<file path="src/rtl/router_pkg.sv">
// Shared router types and default sizing for the input-unit blocks.
// Latency: n/a (types and constants only).
// Backpressure: n/a.
`ifndef FLIT_DATA_WIDTH
`define FLIT_DATA_WIDTH 32
`endif

package router_pkg;

  localparam int DEF_NUM_VCS  = 4;
  localparam int DEF_VC_DEPTH = 8;
  localparam int FLIT_W       = `FLIT_DATA_WIDTH;

  typedef logic [$clog2(DEF_NUM_VCS)-1:0] vc_id_t;
  typedef logic [FLIT_W-1:0]              flit_t;

endpackage

</file>
<file path="src/rtl/vc_fifo_slice.sv">
// One virtual-channel FIFO: storage, read/write pointers, exact occupancy count.
// Latency: pushed flit appears at head_data one cycle later; head is first-word-fall-through.
// Backpressure: push to a full slice is refused unless a pop is accepted in the same cycle.
module vc_fifo_slice #(
  parameter int DEPTH      = 8,
  parameter int DATA_WIDTH = 32,
  parameter int CNT_WIDTH  = $clog2(DEPTH + 1)
) (
  input  logic                  clk,
  input  logic                  reset,
  input  logic                  push,
  input  logic                  pop,
  input  logic [DATA_WIDTH-1:0] indata,
  output logic [DATA_WIDTH-1:0] head_data,
  output logic                  empty,
  output logic                  full,
  output logic [CNT_WIDTH-1:0]  count,
  output logic                  push_ok,
  output logic                  pop_ok
);

  localparam int                   PTR_W    = (DEPTH > 1) ? $clog2(DEPTH) : 1;
  localparam logic [PTR_W-1:0]     LAST_PTR = PTR_W'(DEPTH - 1);
  localparam logic [CNT_WIDTH-1:0] FULL_CNT = CNT_WIDTH'(DEPTH);

  logic [DATA_WIDTH-1:0] mem [DEPTH];
  logic [PTR_W-1:0]      rd_ptr;
  logic [PTR_W-1:0]      wr_ptr;

  // Status comes from the count alone, so depth need not be a power of two.
  assign empty   = (count == '0);
  assign full    = (count == FULL_CNT);
  // A pop never sees a flit written in the same cycle (no bypass).
  assign pop_ok  = pop && !empty;
  assign push_ok = push && (!full || pop_ok);

  assign head_data = empty ? '0 : mem[rd_ptr];

  // Flit storage is intentionally not reset; the count masks stale contents.
  always_ff @(posedge clk) begin
    if (push_ok) mem[wr_ptr] <= indata;
  end

  // Pointer and occupancy bookkeeping with explicit wrap at DEPTH-1.
  always_ff @(posedge clk or negedge reset) begin
    if (!reset) begin
      rd_ptr <= '0;
      wr_ptr <= '0;
      count  <= '0;
    end else begin
      if (push_ok) wr_ptr <= (wr_ptr == LAST_PTR) ? '0 : wr_ptr + 1'b1;
      if (pop_ok)  rd_ptr <= (rd_ptr == LAST_PTR) ? '0 : rd_ptr + 1'b1;
      if (push_ok && !pop_ok)      count <= count + 1'b1;
      else if (pop_ok && !push_ok) count <= count - 1'b1;
    end
  end

endmodule

</file>
<file path="src/rtl/vc_input_buffer.sv">
// Per-input-port buffer of NUM_VCS independent VC FIFOs with one write and one read port.
// Latency: flit visible at head one cycle after push; credit returned one cycle after each pop.
// Backpressure: pushes to a full VC are dropped and flagged; upstream is expected to obey credits.
module vc_input_buffer
  import router_pkg::*;
#(
  parameter int NUM_VCS      = DEF_NUM_VCS,
  parameter int VC_DEPTH     = DEF_VC_DEPTH,
  parameter int DATA_WIDTH   = `FLIT_DATA_WIDTH,
  parameter int AFULL_THRESH = VC_DEPTH - 1,
  parameter int VC_ID_WIDTH  = $clog2(NUM_VCS),
  parameter int CNT_WIDTH    = $clog2(VC_DEPTH + 1)
) (
  input  logic                            clk,
  input  logic                            reset,
  input  logic                            push,
  input  logic [VC_ID_WIDTH-1:0]          push_vc,
  input  logic [DATA_WIDTH-1:0]           indata,
  input  logic                            pop,
  input  logic [VC_ID_WIDTH-1:0]          pop_vc,
  output logic [NUM_VCS*DATA_WIDTH-1:0]   head_data,
  output logic [NUM_VCS-1:0]              empty,
  output logic [NUM_VCS-1:0]              full,
  output logic [NUM_VCS-1:0]              almost_full,
  output logic [NUM_VCS*CNT_WIDTH-1:0]    count,
  output logic                            credit_valid,
  output logic [VC_ID_WIDTH-1:0]          credit_vc,
  output logic [NUM_VCS-1:0]              overflow_err,
  output logic [NUM_VCS-1:0]              underflow_err
);

  logic [NUM_VCS-1:0] push_sel;
  logic [NUM_VCS-1:0] pop_sel;
  logic [NUM_VCS-1:0] push_ok;
  logic [NUM_VCS-1:0] pop_ok;

  // Demux requests by VC id; ids at or above NUM_VCS select nothing and are ignored.
  for (genvar v = 0; v < NUM_VCS; v++) begin : g_vc
    assign push_sel[v] = push && (push_vc == VC_ID_WIDTH'(v));
    assign pop_sel[v]  = pop  && (pop_vc  == VC_ID_WIDTH'(v));

    vc_fifo_slice #(
      .DEPTH      (VC_DEPTH),
      .DATA_WIDTH (DATA_WIDTH),
      .CNT_WIDTH  (CNT_WIDTH)
    ) u_slice (
      .clk       (clk),
      .reset     (reset),
      .push      (push_sel[v]),
      .pop       (pop_sel[v]),
      .indata    (indata),
      .head_data (head_data[v*DATA_WIDTH +: DATA_WIDTH]),
      .empty     (empty[v]),
      .full      (full[v]),
      .count     (count[v*CNT_WIDTH +: CNT_WIDTH]),
      .push_ok   (push_ok[v]),
      .pop_ok    (pop_ok[v])
    );

    assign almost_full[v] = (count[v*CNT_WIDTH +: CNT_WIDTH] >= CNT_WIDTH'(AFULL_THRESH));
  end

  // Registered credit return; credit_vc holds its last value between credits.
  always_ff @(posedge clk or negedge reset) begin
    if (!reset) begin
      credit_valid <= 1'b0;
      credit_vc    <= '0;
    end else begin
      credit_valid <= |pop_ok;
      if (|pop_ok) credit_vc <= pop_vc;
    end
  end

  // Sticky error flags for refused requests; only reset clears them.
  always_ff @(posedge clk or negedge reset) begin
    if (!reset) begin
      overflow_err  <= '0;
      underflow_err <= '0;
    end else begin
      overflow_err  <= overflow_err  | (push_sel & ~push_ok);
      underflow_err <= underflow_err | (pop_sel  & ~pop_ok);
    end
  end

endmodule
</file>
<file path="config.mk">
export PLATFORM = sky130hd
export DESIGN_NAME = vc_input_buffer
export DESIGN_NICKNAME = d
export VERILOG_FILES = /design/src/rtl/router_pkg.sv /design/src/rtl/vc_fifo_slice.sv /design/src/rtl/vc_input_buffer.sv
export SDC_FILE = /design/constraint.sdc
export NUM_CORES = 1
export LEC_CHECK = 0
export CORE_ASPECT_RATIO = 1.1
export CORE_UTILIZATION = 40
export CTS_CLUSTER_DIAMETER = 50
export CTS_CLUSTER_SIZE = 30
export DETAILED_ROUTE_END_ITERATION = 10
export REMOVE_ABC_BUFFERS = 1
export SYNTH_ARGS = -nofsm -noshare
export SYNTH_HDL_FRONTEND = slang
export SYNTH_SLANG_ARGS = --single-unit
</file>
<file path="constraint.sdc">
create_clock -name clk -period 10.6 [get_ports clk]
set_input_delay 2.65 -clock clk [delete_from_list [all_inputs] [get_ports clk]]
set_output_delay 2.65 -clock clk [all_outputs]
set_load 0.03 [all_outputs]
</file>
==> flow_summary.yaml <==
run_status:
  outcome: "finished clean"
power:
  power_switching_w: 0.00486
  comb_power_share_pct: 35.8
  p_leak_nw: 15.8
  p_sw_share_pct: 35.5
  power_frac_clock_pct: 25.9
  internal_power_w: 0.00883
  power_density_nw_per_um2: 278
  ir_worst_vdd_uv: 157
  seqPwrFrac_pct: 38.3
sta:
  finClkSkew_ns: 0.0278
  slew_headroom_pct: 17.6
  period_share_pct: 61.8
  max_freq_mhz: 153
  drv_slew: 0
  worst_slack_ns: 4.05
  layout_min_cycle_time_ns: 6.55
  hold_viol: 0
  tightest_slew_ns: 1.23
  setup_viol: 0
  rsz0062_at_grt: "no"
  fin_tns_setup_ns: 0
critical_path:
  worstSetupPathType: "register to output port"
  critical_path_required_ns: 7.95
  ff2ff_path_depth: 9
  crit_path_end_kind: "output port"
  start_kind: "register"
  arrival_ns: 3.90
  crit_fanout: 36
synth:
  netlist_instances: 1929
  post_synth.cell_area_avg_um2: 21.7
  netlist_top_cells_area: "edfxtp_1, mux4_2, mux2i_1, dfrtp_1, nor2_1"
  syn-cell-area_um2: 41900
  ys_seq_area_share_pct: 76.5
  synthArstFlopShare_pct: 4.74
  yosysTopAreaCell: "edfxtp_1"
  ys_warn_count: 0
  synth_ff_type: "edfxtp_1"
  yosys.area.top_type_share_pct: 73.4
  ys_ff_latch: 1075
  yosysUniqueCellTypes: 41
  synth_edf_count: 1024
grt:
  grt_usage_pct: 18.4
  antenna_found_initial: 6
  grt_max_degree: 67
  grt_pass1_vias: 20700
  grt_pass1_wl_um: 140000
  gr-total-overflow: 0
detailed_routing:
  met1_length_um: 41300
  routed_wl_um: 96100
  ant_nets: 0
  top_layer: "met4"
  wl_per_cell_um: 26.2
  vias: 19800
  drc: 0
  vias_per_cell: 5.39
  drt_iter0_drc: 1656
  first_pass_iters: 5
  met2_length_um: 46500
  wl_met3_um: 5780
place:
  post-place-ws_ns: 4.64
  placed_cells: 3502
  dpl_cell_area_um2: 46000
  port_buffers: 206
  hpwl_um: 52800
  gp_congestion: 0.718
final_layout:
  final_cell_count_no_fill: 3668
  syn2layout_area_growth_pct: 17.6
  layout.nets: 2277
  final_cell_mix: "edfxtp_1, mux4_2, clkdlybuf4s50_1"
  fin_area_um2: 49200
  nFillCells: 8438
  drive_gt1_share_pct: 25.1
  final_common_cell: "edfxtp_1"
cts:
  clk_path_buf_depth: 3
  postCtsHoldBufs: 0
  cts_buffers: 87
  cts.sinks: 1075
  htreeDepth: 3
  insertion_delay_ns: 0.68
  cts-resized-gates: 0
  cts_tree: "done"
  post_cts_buffers: 0
  clk_pin_slew_ns: 0.07
  cts-root-buf: "clkbuf_16"
min_path:
  worstHoldPathType: "register to register"
  whs_path_depth: 1
floorplan:
  start_util_pct: 40.3
  fp.dieW_um: 310
  design.core.area_um2: 104000
  std_cell_rows: 124
  io_pins: 207
  die_h_um: 341
  fp.dieArea_um2: 106000
flow_run:
  maxCapViolCount: 0
power groups by stage:
stage	combinational (W)	sequential (W)	clock (W)
after floorplan	0.00279	0.00564	0
after detailed placement	0.00499	0.00535	0
after global placement	0.00495	0.00533	0
after CTS	0.00501	0.00526	0.00363
after global routing	0.00522	0.00530	0.00376
final	0.00490	0.00525	0.00354
metrics by stage:
stage / hold slack (ns) / util (%) / total power [W]
final: 0.466 / 47.4 / 0.0137
after global placement: 0.457 / 44.3 / 0.0103
after CTS: 0.467 / 47.4 / 0.0139
after global routing: 0.488 / 47.4 / 0.0143
after floorplan: 0.495 / - / 0.00843
after detailed placement: 0.453 / 44.3 / 0.0103
worst max-delay path, stage by stage (launching register included):
cell and delay (ns):
dfrtp_4 0.90, buf_4 0.67, mux4_2 0.58, mux2i_1 0.29, nor2_1 0.12, clkdlybuf4s50_1 0.64
synth_stat cells, types with 9 or more instances:
cell type and number:
inv_1 9, ha_1 28, a21o_1 10, buf_2 16, buf_4 24, nor3_1 26, mux2i_1 132, edfxtp_1 1024
nor2_1 145, nand2_1 34, nand2b_1 10, o21ai_0 9, clkbuf_1 35, dfrtp_1 51, mux2_1 13, buf_1 22
mux4_2 256
registers in the layout, indices dropped and copies added (netlist names):
register             flops
g_vc.u_slice.wr_ptr     12
g_vc.u_slice.count      16
credit_vc                2
underflow_err            4
g_vc.u_slice.mem      1024
overflow_err             4
credit_valid             1
g_vc.u_slice.rd_ptr     12
area by class of cell:
type,count,area (µm²),area share [%]
Clock inverter,75,1020,2.07
Tap cell,1386,1730,3.52
Clock buffer,89,2230,4.52
Timing Repair Buffer,284,2640,5.36
Sequential cell,1075,32100,65.1
Multi-Input combinational cell,742,9510,19.3
Inverter,15,56.3,0.114
Antenna cell,2,5.00,0.0102
per-layer routing:
metal | global-route usage [%] | vias up
met5 | 0 | -
met4 | 6.26 | 0
met3 | 2.84 | 99
met2 | 29.5 | 564
met1 | 25.7 | 10600
li1 | - | 8503
worst paths after layout:
| kind | startpoint | end | slack, ns |
|---|---|---|---|
| setup / recovery | g_vc[1].u_slice.rd_ptr[0]$_DFFE_PN0P_ | head_data[56] | 4.05 |
| hold / removal | overflow_err[0]$_DFF_PN0_ | overflow_err[0]$_DFF_PN0_ | 0.47 |
| setup reg to reg | g_vc[0].u_slice.count[0]$_DFFE_PN0P_ | g_vc[0].u_slice.count[3]$_DFFE_PN0P_ | 7.09 |
| hold reg to reg | overflow_err[0]$_DFF_PN0_ | overflow_err[0]$_DFF_PN0_ | 0.47 |
| max in group asynchronous | reset | g_vc[1].u_slice.rd_ptr[0]$_DFFE_PN0P_ | 7.91 |
| min in group asynchronous | reset | underflow_err[0]$_DFF_PN0_ | 2.10 |
kinds of logic (layout without fill, tap and decap cells):
| kind of cell | after synthesis | count (layout) | synth area share (%) |
|---|---|---|---|
| compound gates | 48 | 48 | 0.798 |
| other cells | 0 | 2 | 0 |
| buf+inv | 112 | 463 | 1.27 |
| fa+ha+maj | 32 | 32 | 1.03 |
| flops | 1075 | 1075 | 76.5 |
| mux | 405 | 405 | 17.4 |
| xor+xnor | 8 | 8 | 0.167 |
| simple gates | 249 | 249 | 2.88 |
Note: power is estimated with default switching activity, not from simulation.
